$ cat src/rtl/sensor_fusion_voter.sv
// sensor_fusion_voter
//   Conditions the raw IR, vibration and RFID detectors of every crossing into
//   one clean train-presence signal. Each raw input is synchronised, debounced
//   and majority-voted. Arrival/departure pulses and sticky per-sensor fault
//   flags are also produced.
//
// Ports
//   clk_50mhz     : system clock, rising edge
//   rst_n         : asynchronous active-low reset
//   ir_sensor     : raw IR detector, bit i = crossing i
//   vib_sensor    : raw vibration detector
//   rfid_valid    : raw RFID tag-valid
//   weather_mode  : 00 clear, 01 fog, 10/11 storm (synchronised internally)
//   train_present : crossing occupied (OCCUPIED or CLEARING)
//   train_arrive  : 1-cycle pulse on IDLE->OCCUPIED
//   train_depart  : 1-cycle pulse on CLEARING->IDLE
//   sensor_fault  : sticky fault flags, [3i+0]=IR, [3i+1]=VIB, [3i+2]=RFID
//
// Build option
//   FAULT_AUTOCLEAR_EN : when defined, a crossing whose three debounced sensors
//   agree for FAULT_TIMEOUT consecutive cycles has its fault flags cleared.
//   When undefined, faults stay set until reset.
module sensor_fusion_voter #(
  parameter int N_CROSS       = 4,
  parameter int DEBOUNCE_CYC  = 16,
  parameter int CLEAR_HOLD    = 64,
  parameter int FAULT_TIMEOUT = 1024
) (
  input  logic                 clk_50mhz,
  input  logic                 rst_n,
  input  logic [N_CROSS-1:0]   ir_sensor,
  input  logic [N_CROSS-1:0]   vib_sensor,
  input  logic [N_CROSS-1:0]   rfid_valid,
  input  logic [1:0]           weather_mode,
  output logic [N_CROSS-1:0]   train_present,
  output logic [N_CROSS-1:0]   train_arrive,
  output logic [N_CROSS-1:0]   train_depart,
  output logic [3*N_CROSS-1:0] sensor_fault
);

  localparam int NS     = 3 * N_CROSS;
  localparam int DB_W   = $clog2(DEBOUNCE_CYC + 1);
  localparam int HOLD_W = $clog2(CLEAR_HOLD + 1);
  localparam int FT_W   = $clog2(FAULT_TIMEOUT + 1);

  typedef enum logic [1:0] {
    IDLE     = 2'd0,
    OCCUPIED = 2'd1,
    CLEARING = 2'd2
  } xing_state_e;

  // Sensor vectors use the same 3-bits-per-crossing layout as sensor_fault.
  logic [NS-1:0]      raw, sync_1, sync_2, deb;
  logic [DB_W-1:0]    db_cnt [NS];
  logic [1:0]         wx_1, wx_2;
  logic               storm;
  logic [2:0]         flt      [N_CROSS];
  logic [2:0]         odd_oh   [N_CROSS];
  logic [2:0]         odd_prev [N_CROSS];
  logic [FT_W-1:0]    ft_cnt   [N_CROSS];
  logic [N_CROSS-1:0] v_hi;
  xing_state_e        state    [N_CROSS];
  xing_state_e        state_nx [N_CROSS];
  logic [HOLD_W-1:0]  hold     [N_CROSS];
  logic [HOLD_W-1:0]  hold_nx  [N_CROSS];
  logic [N_CROSS-1:0] arrive_nx, depart_nx;
`ifdef FAULT_AUTOCLEAR_EN
  logic [FT_W-1:0]    rec_cnt  [N_CROSS];
`endif

  // One-hot of the sensor that disagrees with the other two; 000 when all agree.
  function automatic logic [2:0] odd_onehot(input logic [2:0] d);
    case (d)
      3'b001, 3'b110: return 3'b001;
      3'b010, 3'b101: return 3'b010;
      3'b100, 3'b011: return 3'b100;
      default:        return 3'b000;
    endcase
  endfunction

  // Faulted sensors are masked out. Any fault or a storm drops the threshold
  // to one vote, so a crossing fails towards "occupied".
  function automatic logic vote_high(input logic [2:0] d, input logic [2:0] f,
                                     input logic stormy);
    logic [2:0] live;
    logic [1:0] votes;
    logic [1:0] thr;
    live  = d & ~f;
    votes = {1'b0, live[0]} + {1'b0, live[1]} + {1'b0, live[2]};
    thr   = (stormy || (|f)) ? 2'd1 : 2'd2;
    return votes >= thr;
  endfunction

  assign storm = (wx_2 == 2'b10) || (wx_2 == 2'b11);

  always_comb begin
    raw          = '0;
    sensor_fault = '0;
    v_hi         = '0;
    for (int i = 0; i < N_CROSS; i++) begin
      raw[3*i]     = ir_sensor[i];
      raw[3*i+1]   = vib_sensor[i];
      raw[3*i+2]   = rfid_valid[i];
      sensor_fault[3*i +: 3] = flt[i];
      odd_oh[i]    = odd_onehot(deb[3*i +: 3]);
      v_hi[i]      = vote_high(deb[3*i +: 3], flt[i], storm);
    end
  end

  // The debounced value only moves after DEBOUNCE_CYC consecutive differing
  // samples. The counter restarts on any agreeing sample.
  always_ff @(posedge clk_50mhz or negedge rst_n) begin
    if (!rst_n) begin
      sync_1 <= '0;
      sync_2 <= '0;
      wx_1   <= '0;
      wx_2   <= '0;
      deb    <= '0;
      for (int s = 0; s < NS; s++) db_cnt[s] <= '0;
    end else begin
      sync_1 <= raw;
      sync_2 <= sync_1;
      wx_1   <= weather_mode;
      wx_2   <= wx_1;
      for (int s = 0; s < NS; s++) begin
        if (sync_2[s] == deb[s]) begin
          db_cnt[s] <= '0;
        end else if (db_cnt[s] == DB_W'(DEBOUNCE_CYC - 1)) begin
          deb[s]    <= sync_2[s];
          db_cnt[s] <= '0;
        end else begin
          db_cnt[s] <= db_cnt[s] + DB_W'(1);
        end
      end
    end
  end

  always_comb begin
    arrive_nx = '0;
    depart_nx = '0;
    for (int i = 0; i < N_CROSS; i++) begin
      state_nx[i] = state[i];
      hold_nx[i]  = hold[i];
      case (state[i])
        IDLE: begin
          if (v_hi[i]) begin
            state_nx[i]  = OCCUPIED;
            arrive_nx[i] = 1'b1;
          end
        end
        OCCUPIED: begin
          if (!v_hi[i]) begin
            state_nx[i] = CLEARING;
            hold_nx[i]  = '0;
          end
        end
        CLEARING: begin
          if (v_hi[i]) begin
            state_nx[i] = OCCUPIED;
          end else if (hold[i] == HOLD_W'(CLEAR_HOLD - 1)) begin
            state_nx[i]  = IDLE;
            depart_nx[i] = 1'b1;
            hold_nx[i]   = '0;
          end else begin
            hold_nx[i] = hold[i] + HOLD_W'(1);
          end
        end
        default: state_nx[i] = IDLE;
      endcase
    end
  end

  always_ff @(posedge clk_50mhz or negedge rst_n) begin
    if (!rst_n) begin
      for (int i = 0; i < N_CROSS; i++) begin
        state[i] <= IDLE;
        hold[i]  <= '0;
      end
      train_present <= '0;
      train_arrive  <= '0;
      train_depart  <= '0;
    end else begin
      for (int i = 0; i < N_CROSS; i++) begin
        state[i]         <= state_nx[i];
        hold[i]          <= hold_nx[i];
        train_present[i] <= (state_nx[i] != IDLE);
      end
      train_arrive <= arrive_nx;
      train_depart <= depart_nx;
    end
  end

  // odd_prev remembers which sensor the running timer belongs to, so a change
  // of odd sensor restarts the count at 1 for the new sensor. Odd sensors that
  // are already flagged are treated as "no disagreement".
  always_ff @(posedge clk_50mhz or negedge rst_n) begin
    if (!rst_n) begin
      for (int i = 0; i < N_CROSS; i++) begin
        flt[i]      <= '0;
        odd_prev[i] <= '0;
        ft_cnt[i]   <= '0;
`ifdef FAULT_AUTOCLEAR_EN
        rec_cnt[i]  <= '0;
`endif
      end
    end else begin
      for (int i = 0; i < N_CROSS; i++) begin
        if (|(odd_oh[i] & ~flt[i])) begin
          if (odd_oh[i] == odd_prev[i]) begin
            if (ft_cnt[i] == FT_W'(FAULT_TIMEOUT - 1)) begin
              flt[i]      <= flt[i] | odd_oh[i];
              ft_cnt[i]   <= '0;
              odd_prev[i] <= '0;
            end else begin
              ft_cnt[i] <= ft_cnt[i] + FT_W'(1);
            end
          end else begin
            odd_prev[i] <= odd_oh[i];
            ft_cnt[i]   <= FT_W'(1);
          end
        end else begin
          odd_prev[i] <= '0;
          ft_cnt[i]   <= '0;
        end
`ifdef FAULT_AUTOCLEAR_EN
        // All three agreeing means every faulted sensor is back in line.
        if ((|flt[i]) && (odd_oh[i] == 3'b000)) begin
          if (rec_cnt[i] == FT_W'(FAULT_TIMEOUT - 1)) begin
            flt[i]     <= '0;
            rec_cnt[i] <= '0;
          end else begin
            rec_cnt[i] <= rec_cnt[i] + FT_W'(1);
          end
        end else begin
          rec_cnt[i] <= '0;
        end
`endif
      end
    end
  end

endmodule

$ cat config.mk
export PLATFORM = sky130hd
export DESIGN_NAME = sensor_fusion_voter
export DESIGN_NICKNAME = d
export VERILOG_FILES = /design/src/rtl/sensor_fusion_voter.sv
export SDC_FILE = /design/constraint.sdc
export NUM_CORES = 1
export LEC_CHECK = 0
export ABC_AREA = 1
export BUFFER_PORTS_ARGS = -buffer_cell sky130_fd_sc_hd__buf_2
export CORE_UTILIZATION = 45
export CTS_BUF_LIST = sky130_fd_sc_hd__clkbuf_16
export DETAILED_ROUTE_END_ITERATION = 12
export PLACE_DENSITY = 0.59
export SLEW_MARGIN = 5
export SYNTH_ARGS = -nofsm -noshare
export SYNTH_HDL_FRONTEND = slang
export SYNTH_SLANG_ARGS = --single-unit
$ cat constraint.sdc
create_clock -name clk_50mhz -period 2.7 [get_ports clk_50mhz]
set_input_delay 0.54 -clock clk_50mhz [delete_from_list [all_inputs] [get_ports clk_50mhz]]
set_output_delay 0.54 -clock clk_50mhz [all_outputs]
set_load 0.005 [all_outputs]
==> impl_metrics.ini, run 1 <==
[grt]
grt_max_degree = 69
grt_pass1_wl_um = 31500
grt_busiest_layer = met2
grt_pass1_vias = 7041
grt_usage_pct = 16.0
grt.overflow.total = 0
antenna_found_initial = 0
gr-usage-met3_pct = 2.74
met2_usage_pct = 26.1
grt_use_met1_pct = 22.1

[place]
dp_slack_ps = 230
port_buffers = 38
hpwlAfterDp_um = 12300
place_congestion = 0.769

[sta]
tightest_slew_ps = 500
setup_tns_ps = 0
rsz0062_at_grt = false
period_minus_slack_ps = 2420
hold_violations = 0
slew_headroom_pct = 66.7
skew_ps = 23.4
finalWorstSetupSlack_ps = 277
fin_crit_sh_pct = 89.7
clock.fmax_mhz = 413
whs_ps = 121
drv_slew = 0
setup_viol = 0

[pwr]
p_int_w = 0.00511
power_density_nw_per_um2 = 580
pwr-share-clk_pct = 42.5
total_power_w = 0.00670
power_leakage_nw = 5.69
peakVddDrop_mv = 0.478
swShare_pct = 23.8
power.share.sequential_pct = 51.3
p_comb_share_pct = 6.2
p_sw_w = 0.00159

[synthesis]
synth_edf_count = 0
yosysTopAreaCell = dfrtp_1
yosysWarnings = 0
synth_flop_cell = dfrtp_1
syn_area_per_cell_um2 = 8.99
synthCells = 1126
synth_nets = 1174
ys_seq_area_share_pct = 52.9
synth_area_leaders = dfrtp_1 53%, nand2_1 7.9%, inv_1 5.6%
ys_types = 38
synth_commonest_cells = 214 x dfrtp_1, 214 x nand2_1, 150 x inv_1, 103 x nand3_1, 100 x nor2_1
yosysTopAreaCellShare_pct = 52.9
synth_seq_cells = 214
async_flop_share_pct = 100
netlist_area_um2 = 10100

[detailed_routing]
wire_per_inst_um = 11.4
drc_errors = 6
via_per_inst = 4.83
drt_iter0_markers = 357
ant_nets = 0
dr.pass1.iters = 8
vias = 7269
routed_wirelength_um = 17200

[clock_network]
clock_sinks = 214
cts_setup_buffers = 0
path_clk_slew_ps = 60
clkLatencyLatePin_ps = 520
htree_levels = 1
cts_tree = done
cts_buffers = 24
clk_path_buf_depth = 3
cts_root_buf = clkbuf_16

[final_layout]
area_growth_syn_to_layout_pct = 14.0
multi_input_area_um2 = 4130
drive_above_1_share_pct = 14.1
final_nets = 1256
fill_cells = 1972
fin_util_pct = 52.6
regArea_um2 = 5360
antenna_cells = 0

[setup_path]
cp.required_ps = 3090
cp-end-kind = flop
crit_chain = nand2_1 > fa_1 > ha_1 > inv_1 > nand2_1 > a21oi_1 > inv_1 > nor2_1 > and3_1 > nor3_1
slowest_delay_ps = 540
crit_path_start_kind = flop
cp.arrival_ps = 2820
crit_fanout = 7
crit_type = flop to flop
cpMaxStageDelayCell = fa_1

[floorplanning]
die_area_um2 = 23100
rows = 54
fp.dieH_um = 152
coreArea_um2 = 22000
start_util_pct = 46.1
die_w_um = 152
ios = 40

[status]
status = complete, but fails checks
violations = design-rule violations

[run]
cap_violations = 0

[hold_path]
worstHoldPathType = input port to flop
cell usage in the layout, fill, tap and decap left out, drive strengths merged, types with 29 or more instances in the layout:
cell type,netlist,final
nand2,232,232
dfrtp,214,214
inv,168,172
nor2,121,121
nand3,107,107
buf,2,57
nor3,51,51
o21ai,48,48
a21oi,44,44
nand4,29,29
flip-flops by register name, summed over array words and instances (netlist names), 8 cells and up:
signal / count
hold: 28
sync_2: 12
db_cnt: 60
odd_prev: 12
sensor_fault: 12
ft_cnt: 44
state: 8
sync_1: 12
deb: 12
metal layers:
layer  vias up  wire, um
li1       3819         -
met1      3348      8380
met2        74      7830
met3        28       608
met4         0       368
met5         -         0
path summary, 6_finish.rpt:
kind | startpoint | end | slack, ps | cells after the start
min in group asynchronous | rst_n | db_cnt[56] | 570 | 2
worst max-delay path | deb[0] | hold[23] | 280 | 10
worst max register to register | deb[0] | hold[23] | 280 | 10
max in group asynchronous | rst_n | ft_cnt[9] | 1390 | 3
worst min register to register | sync_1[1] | sync_2[1] | 350 | 0
worst min-delay path | weather_mode[1] | wx_1[1] | 120 | 1
through the flow:
step	cells	area (um2)
4_1_cts	1504	11500
6_report	1504	11500
3_3_place_gp	1461	10800
3_5_place_dp	1461	10800
2_1_floorplan	1126	10100
5_1_grt	1504	11500
repair_timing:
action                                  CTS  global route
hold buffers                              1             0
endpoints found under the setup margin    0             2
resized for setup                         0             1
hold endpoints to repair                 48             0
logic make-up after synthesis:
kind of cell    synth area share (%)
fa+ha+maj                       4.25
mux                           0.0988
buf+inv                         6.33
compound gates                  5.63
flops                           52.9
simple gates                    27.4
xor+xnor                        3.37
final cells by class:
cell class,count,share of cell area [%]
Inverter,168,5.46
Tap cell,280,3.03
Clock inverter,18,0.780
Sequential cell,214,46.4
Timing Repair Buffer,58,3.38
Clock buffer,24,5.20
Multi-Input combinational cell,742,35.8
worst max-delay path: cells and delay by family, from the launching register on:
kind,cells,cell delay (ps)
adder cells (fa/ha/maj),2,760
AND/OR/NAND/NOR,5,740
flip-flops,1,460
AO/OA/AOI/OAI,1,190
buffers and inverters,2,170
power by group through the flow:
stage | clock [W] | combinational [W] | sequential [W]
2_1_floorplan | 0 | 0.000257 | 0.00348
3_3_place_gp | 0 | 0.000419 | 0.00349
3_5_place_dp | 0 | 0.000426 | 0.00349
4_1_cts | 0.00298 | 0.000429 | 0.00344
5_1_grt | 0.00310 | 0.000497 | 0.00346
6_report | 0.00285 | 0.000414 | 0.00344
No activity file was read; power rests on OpenSTA's default activity.
==> run 2: changes to the inputs <==
--- a/config.mk
+++ b/config.mk
@@ -7,10 +7,10 @@
 export LEC_CHECK = 0
 export ABC_AREA = 1
 export BUFFER_PORTS_ARGS = -buffer_cell sky130_fd_sc_hd__buf_2
-export CORE_UTILIZATION = 45
+export CORE_UTILIZATION = 41
 export CTS_BUF_LIST = sky130_fd_sc_hd__clkbuf_16
 export DETAILED_ROUTE_END_ITERATION = 12
-export PLACE_DENSITY = 0.59
+export PLACE_DENSITY = 0.55
 export SLEW_MARGIN = 5
 export SYNTH_ARGS = -nofsm -noshare
 export SYNTH_HDL_FRONTEND = slang
==> constraint.sdc (replaced) <==
create_clock -name clk_50mhz -period 2.5 [get_ports clk_50mhz]
set_input_delay 0.5 -clock clk_50mhz [delete_from_list [all_inputs] [get_ports clk_50mhz]]
set_output_delay 0.5 -clock clk_50mhz [all_outputs]
set_load 0.005 [all_outputs]
==> impl_metrics.ini, run 2 (synthesis results as in run 1) <==
[status]
status = complete, no violations

[detailed_routing]
dr.pass1.iters = 6
drt_iter0_markers = 296
via_per_inst = 4.64
drc_errors = 0
routed_wirelength_um = 17900
wire_per_inst_um = 11.4
ant_nets = 0
vias = 7264

[grt]
grt_usage_pct = 15.1
grt_max_degree = 63
grt_pass1_wl_um = 32400
antenna_found_initial = 0
grt.overflow.total = 0
grt_pass1_vias = 7171

[final_layout]
top_regs = db_cnt (60), ft_cnt (44), hold (28)
fill_cells = 2334
largest_reg_flops = 60
final_nets = 1271
drive_above_1_share_pct = 15.1
area_growth_syn_to_layout_pct = 16.1
final_cell_mix = 214 x dfrtp_1, 213 x nand2_1, 158 x inv_1
final_area_um2 = 11800
antenna_cells = 0
layout_commonest_cell = dfrtp_1
top_register = db_cnt

[floorplanning]
fp.dieH_um = 159
ios = 40
die_w_um = 159
coreArea_um2 = 24200
start_util_pct = 41.8
rows = 57
die_area_um2 = 25300

[sta]
clock.fmax_mhz = 436
tightest_slew_ps = 499
setup_viol = 0
rsz0062_at_grt = false
setup_tns_ps = 0
fin_crit_sh_pct = 91.7
drv_slew = 0
skew_ps = 10.8
period_minus_slack_ps = 2290
slew_headroom_pct = 66.7
hold_violations = 0
finalWorstSetupSlack_ps = 208

[hold_path]
min_path_cells = 1
worstHoldEndpoint = sync_1[5]
holdCritStartpoint = rfid_valid[1]
worstHoldPathType = input port to flop

[clock_network]
clk_path_buf_depth = 3
cts_root_buf = clkbuf_16
clkLatencyLatePin_ps = 510
path_clk_slew_ps = 60
htree_levels = 1
clock_sinks = 214
cts_tree = done
cts_setup_buffers = 0
cts_buffers = 25

[setup_path]
crit_fanout = 7
crit_type = flop to flop
r2r-start = deb[5]
rr_worst_depth = 10
cp.arrival_ps = 2700
crit_path_frequent_cell = nand2_1
cp-end-kind = flop
crit_buf_inv = 2
r2r_end = hold[18]
slowest_delay_ps = 460
startpoint = deb[5]
crit_path_start_kind = flop
cp.required_ps = 2900
crit_family = adder cells
reg2reg_slack_ps = 210
cpMaxStageDelayCell = fa_1
crit_chain = nand2_1 > fa_1 > ha_1 > inv_1 > nand2_1 > a21oi_2 > nand3_1 > inv_2 > o21ai_0 > o21a_1

[place]
post_dp_cell_area_um2 = 11000
hpwlAfterDp_um = 12900
dp_slack_ps = 171
place_congestion = 0.796
port_buffers = 38

[pwr]
power_leakage_nw = 5.79
peakVddDrop_mv = 0.486
power_density_nw_per_um2 = 632

[run]
cap_violations = 0
run 2: power by group:
part	internal (W)	switching (W)
combinational	0.000170	0.000291
sequential	0.00361	0.0000974
clock	0.00190	0.00136
run 2: area by class of cell:
type | count | area (um2) | share of cell area (%)
Clock inverter | 19 | 106 | 0.905
Timing Repair Buffer | 72 | 483 | 4.11
Inverter | 168 | 631 | 5.36
Sequential cell | 214 | 5360 | 45.6
Tap cell | 324 | 405 | 3.45
Clock buffer | 25 | 626 | 5.32
Multi-Input combinational cell | 742 | 4150 | 35.3
run 2: what timing repair did:
item	CTS	global route
hold endpoints to repair	55	0
hold buffers	1	0
endpoints found under the setup margin	0	5
gates resized for setup	0	4
run 2: how the worst max path moves through the flow:
stage	to	slack [ps]	cells past startpoint
global placement	hold[5]	180	11
global route	hold[18]	7	10
detailed placement	hold[5]	170	11
CTS	hold[24]	170	11
floorplan	hold[23]	190	11
finish	hold[18]	210	10
run 2: through the flow:
stage	hold slack (ps)	utilization (%)	power [W]	cells
floorplan	204	-	0.00403	1126
global placement	333	45.3	0.00423	1519
detailed placement	336	45.3	0.00424	1519
CTS	69.0	48.4	0.00757	1564
global route	69.7	48.5	0.00780	1564
finish	89.4	48.5	0.00743	1564
run 2: metal layers:
layer / vias to the layer above / wire length [um] / GRT usage, %
met5: - / 0 / 0
met4: 0 / 380 / 4.41
met3: 28 / 680 / 2.81
met2: 66 / 7950 / 24.9
met1: 3320 / 8870 / 20.3
li1: 3850 / - / -
==> run 3: changes to the inputs <==
--- a/config.mk
+++ b/config.mk
@@ -7,10 +7,11 @@
 export LEC_CHECK = 0
 export ABC_AREA = 1
 export BUFFER_PORTS_ARGS = -buffer_cell sky130_fd_sc_hd__buf_2
-export CORE_UTILIZATION = 41
+export CORE_UTILIZATION = 30
 export CTS_BUF_LIST = sky130_fd_sc_hd__clkbuf_16
 export DETAILED_ROUTE_END_ITERATION = 12
-export PLACE_DENSITY = 0.55
+export PLACE_DENSITY = 0.43
+export RECOVER_POWER = 25
 export SLEW_MARGIN = 5
 export SYNTH_ARGS = -nofsm -noshare
 export SYNTH_HDL_FRONTEND = slang
==> impl_metrics.ini, run 3 (synthesis results as in run 1) <==
[status]
status = complete, but fails checks
violations = max-capacitance violations, max-slew violations

[pwr]
power_density_nw_per_um2 = 672
swShare_pct = 22.9
power.share.sequential_pct = 45.9
p_comb_share_pct = 5.8
total_power_w = 0.00808
peakVddDrop_mv = 0.527
power_leakage_nw = 5.83
p_sw_w = 0.00185
pwr-share-clk_pct = 48.3
p_int_w = 0.00623

[final_layout]
fin_cells = 1687
drive_above_1_share_pct = 14.9
regArea_um2 = 5360
final_area_um2 = 12000
area_growth_syn_to_layout_pct = 18.8
largest_reg_flops = 60
final_nets = 1274
top_register = db_cnt
final_cell_mix = 214 x nand2_1, 214 x dfrtp_1, 155 x inv_1
top_regs = db_cnt (60), ft_cnt (44), hold (28)
multi_input_area_um2 = 4140
fill_cells = 3414
antenna_cells = 0
fin_util_pct = 36.6

[hold_path]
min_path_cells = 1
worstHoldPathType = input port to flop
holdCritStartpoint = vib_sensor[1]
worstHoldEndpoint = sync_1[4]

[setup_path]
crit_family = adder cells
crit_path_start_kind = flop
crit_fanout = 7
crit_type = flop to flop
cp.required_ps = 2930
cp.arrival_ps = 2700
slowest_delay_ps = 550
r2r_end = hold[23]
cpMaxStageDelayCell = fa_1
r2r-start = sensor_fault[0]
crit_buf_inv = 4
cp-end-kind = flop
crit_path_frequent_cell = inv_1
crit_chain = inv_1 > nand2_1 > fa_1 > ha_1 > inv_1 > nand2_1 > a21oi_4 > inv_1 > nor2_1 > buf_4 > a21oi_1 > nor3_1
rr_worst_depth = 12
reg2reg_slack_ps = 230

[sta]
period_minus_slack_ps = 2270
clock.fmax_mhz = 441
rsz0062_at_grt = false
setup_viol = 0
hold_violations = 0
skew_ps = 10.5
fin_crit_sh_pct = 90.7
drv_slew = 53
setup_tns_ps = 0
tightest_slew_ps = 1550
slew_headroom_pct = -3.26

[grt]
grt_pass1_vias = 7441
grt_pass1_wl_um = 34700
grt_usage_pct = 12.2
grt.overflow.total = 0
grt_max_degree = 56
antenna_found_initial = 0

[floorplanning]
ios = 40
rows = 66
coreArea_um2 = 32900
die_area_um2 = 34500
start_util_pct = 30.8
fp.dieH_um = 186
die_w_um = 186

[place]
port_buffers = 38
place_congestion = 0.757
hpwlAfterDp_um = 13700
post_dp_cell_area_um2 = 11200
dpl.cell_count = 1639

[clock_network]
cts_buffers = 26
htree_levels = 1
cts_tree = done
cts_root_buf = clkbuf_16
clk_path_buf_depth = 3
path_clk_slew_ps = 60
clock_sinks = 214
cts_setup_buffers = 0
clkLatencyLatePin_ps = 530

[detailed_routing]
ant_nets = 0
via_per_inst = 4.34
drt_iter0_markers = 320
dr.pass1.iters = 5
vias = 7322
drc_errors = 0
routed_wirelength_um = 19500
wire_per_inst_um = 11.5

[run]
cap_violations = 1
run 3: cell count changes in the layout (fill, tap and decap cells not counted), moves of 2 or more:
| cell | previous run | this run |
|---|---|---|
| clkbuf_2 | 0 | 2 |
| clkbuf_1 | 0 | 9 |
| inv_1 | 158 | 155 |
| buf_4 | 31 | 22 |
| clkbuf_16 | 25 | 27 |
| bufinv_16 | 1 | 5 |
run 3: how the worst max path moves through the flow:
stage,cells after the start,slack (ps),from,to
after floorplan,11,190,sensor_fault[0],hold[23]
after CTS,12,80,sensor_fault[0],hold[23]
after global placement,12,140,sensor_fault[0],hold[23]
after global routing,12,9,sensor_fault[0],hold[23]
final,12,230,sensor_fault[0],hold[23]
after detailed placement,12,110,sensor_fault[0],hold[23]
run 3: through the flow:
stage | hold WS (ps) | worst slack [ps]
after floorplan | 204 | 185
after global placement | 336 | 138
after detailed placement | 335 | 107
after CTS | 49.9 | 79.4
after global routing | 57.5 | 9.47
final | 76.1 | 233
run 3: power by group through the flow:
| stage | registers (W) | logic [W] | clock network [W] |
|---|---|---|---|
| detailed placement | 0.00377 | 0.000479 | 0 |
| global placement | 0.00377 | 0.000479 | 0 |
| finish | 0.00371 | 0.000466 | 0.00390 |
| CTS | 0.00371 | 0.000482 | 0.00407 |
| floorplan | 0.00375 | 0.000278 | 0 |
| global route | 0.00374 | 0.000558 | 0.00419 |
run 3: layout make-up:
cell class                 count  area share, %
clock inverter                20           1.77
inverter                     168           5.24
multi-input combinational    742           34.4
timing repair buffer          74           3.86
sequential                   214           44.5
clock buffer                  27           5.61
tap                          442           4.60
run 3: repair_timing:
action	CTS	global route
hold buffers	1	0
hold endpoints to repair	50	0
setup endpoints to repair	0	6
gates resized for setup	0	2
run 3: per-layer routing:
| layer | vias to the layer above | global-route usage (%) | share of wire [%] |
|---|---|---|---|
| met1 | 3373 | 16.8 | 51 |
| met2 | 73 | 19.6 | 44 |
| met4 | 0 | 3.11 | 2.3 |
| met3 | 28 | 2.11 | 3.3 |
| met5 | - | 0 | 0 |
| li1 | 3848 | - | - |
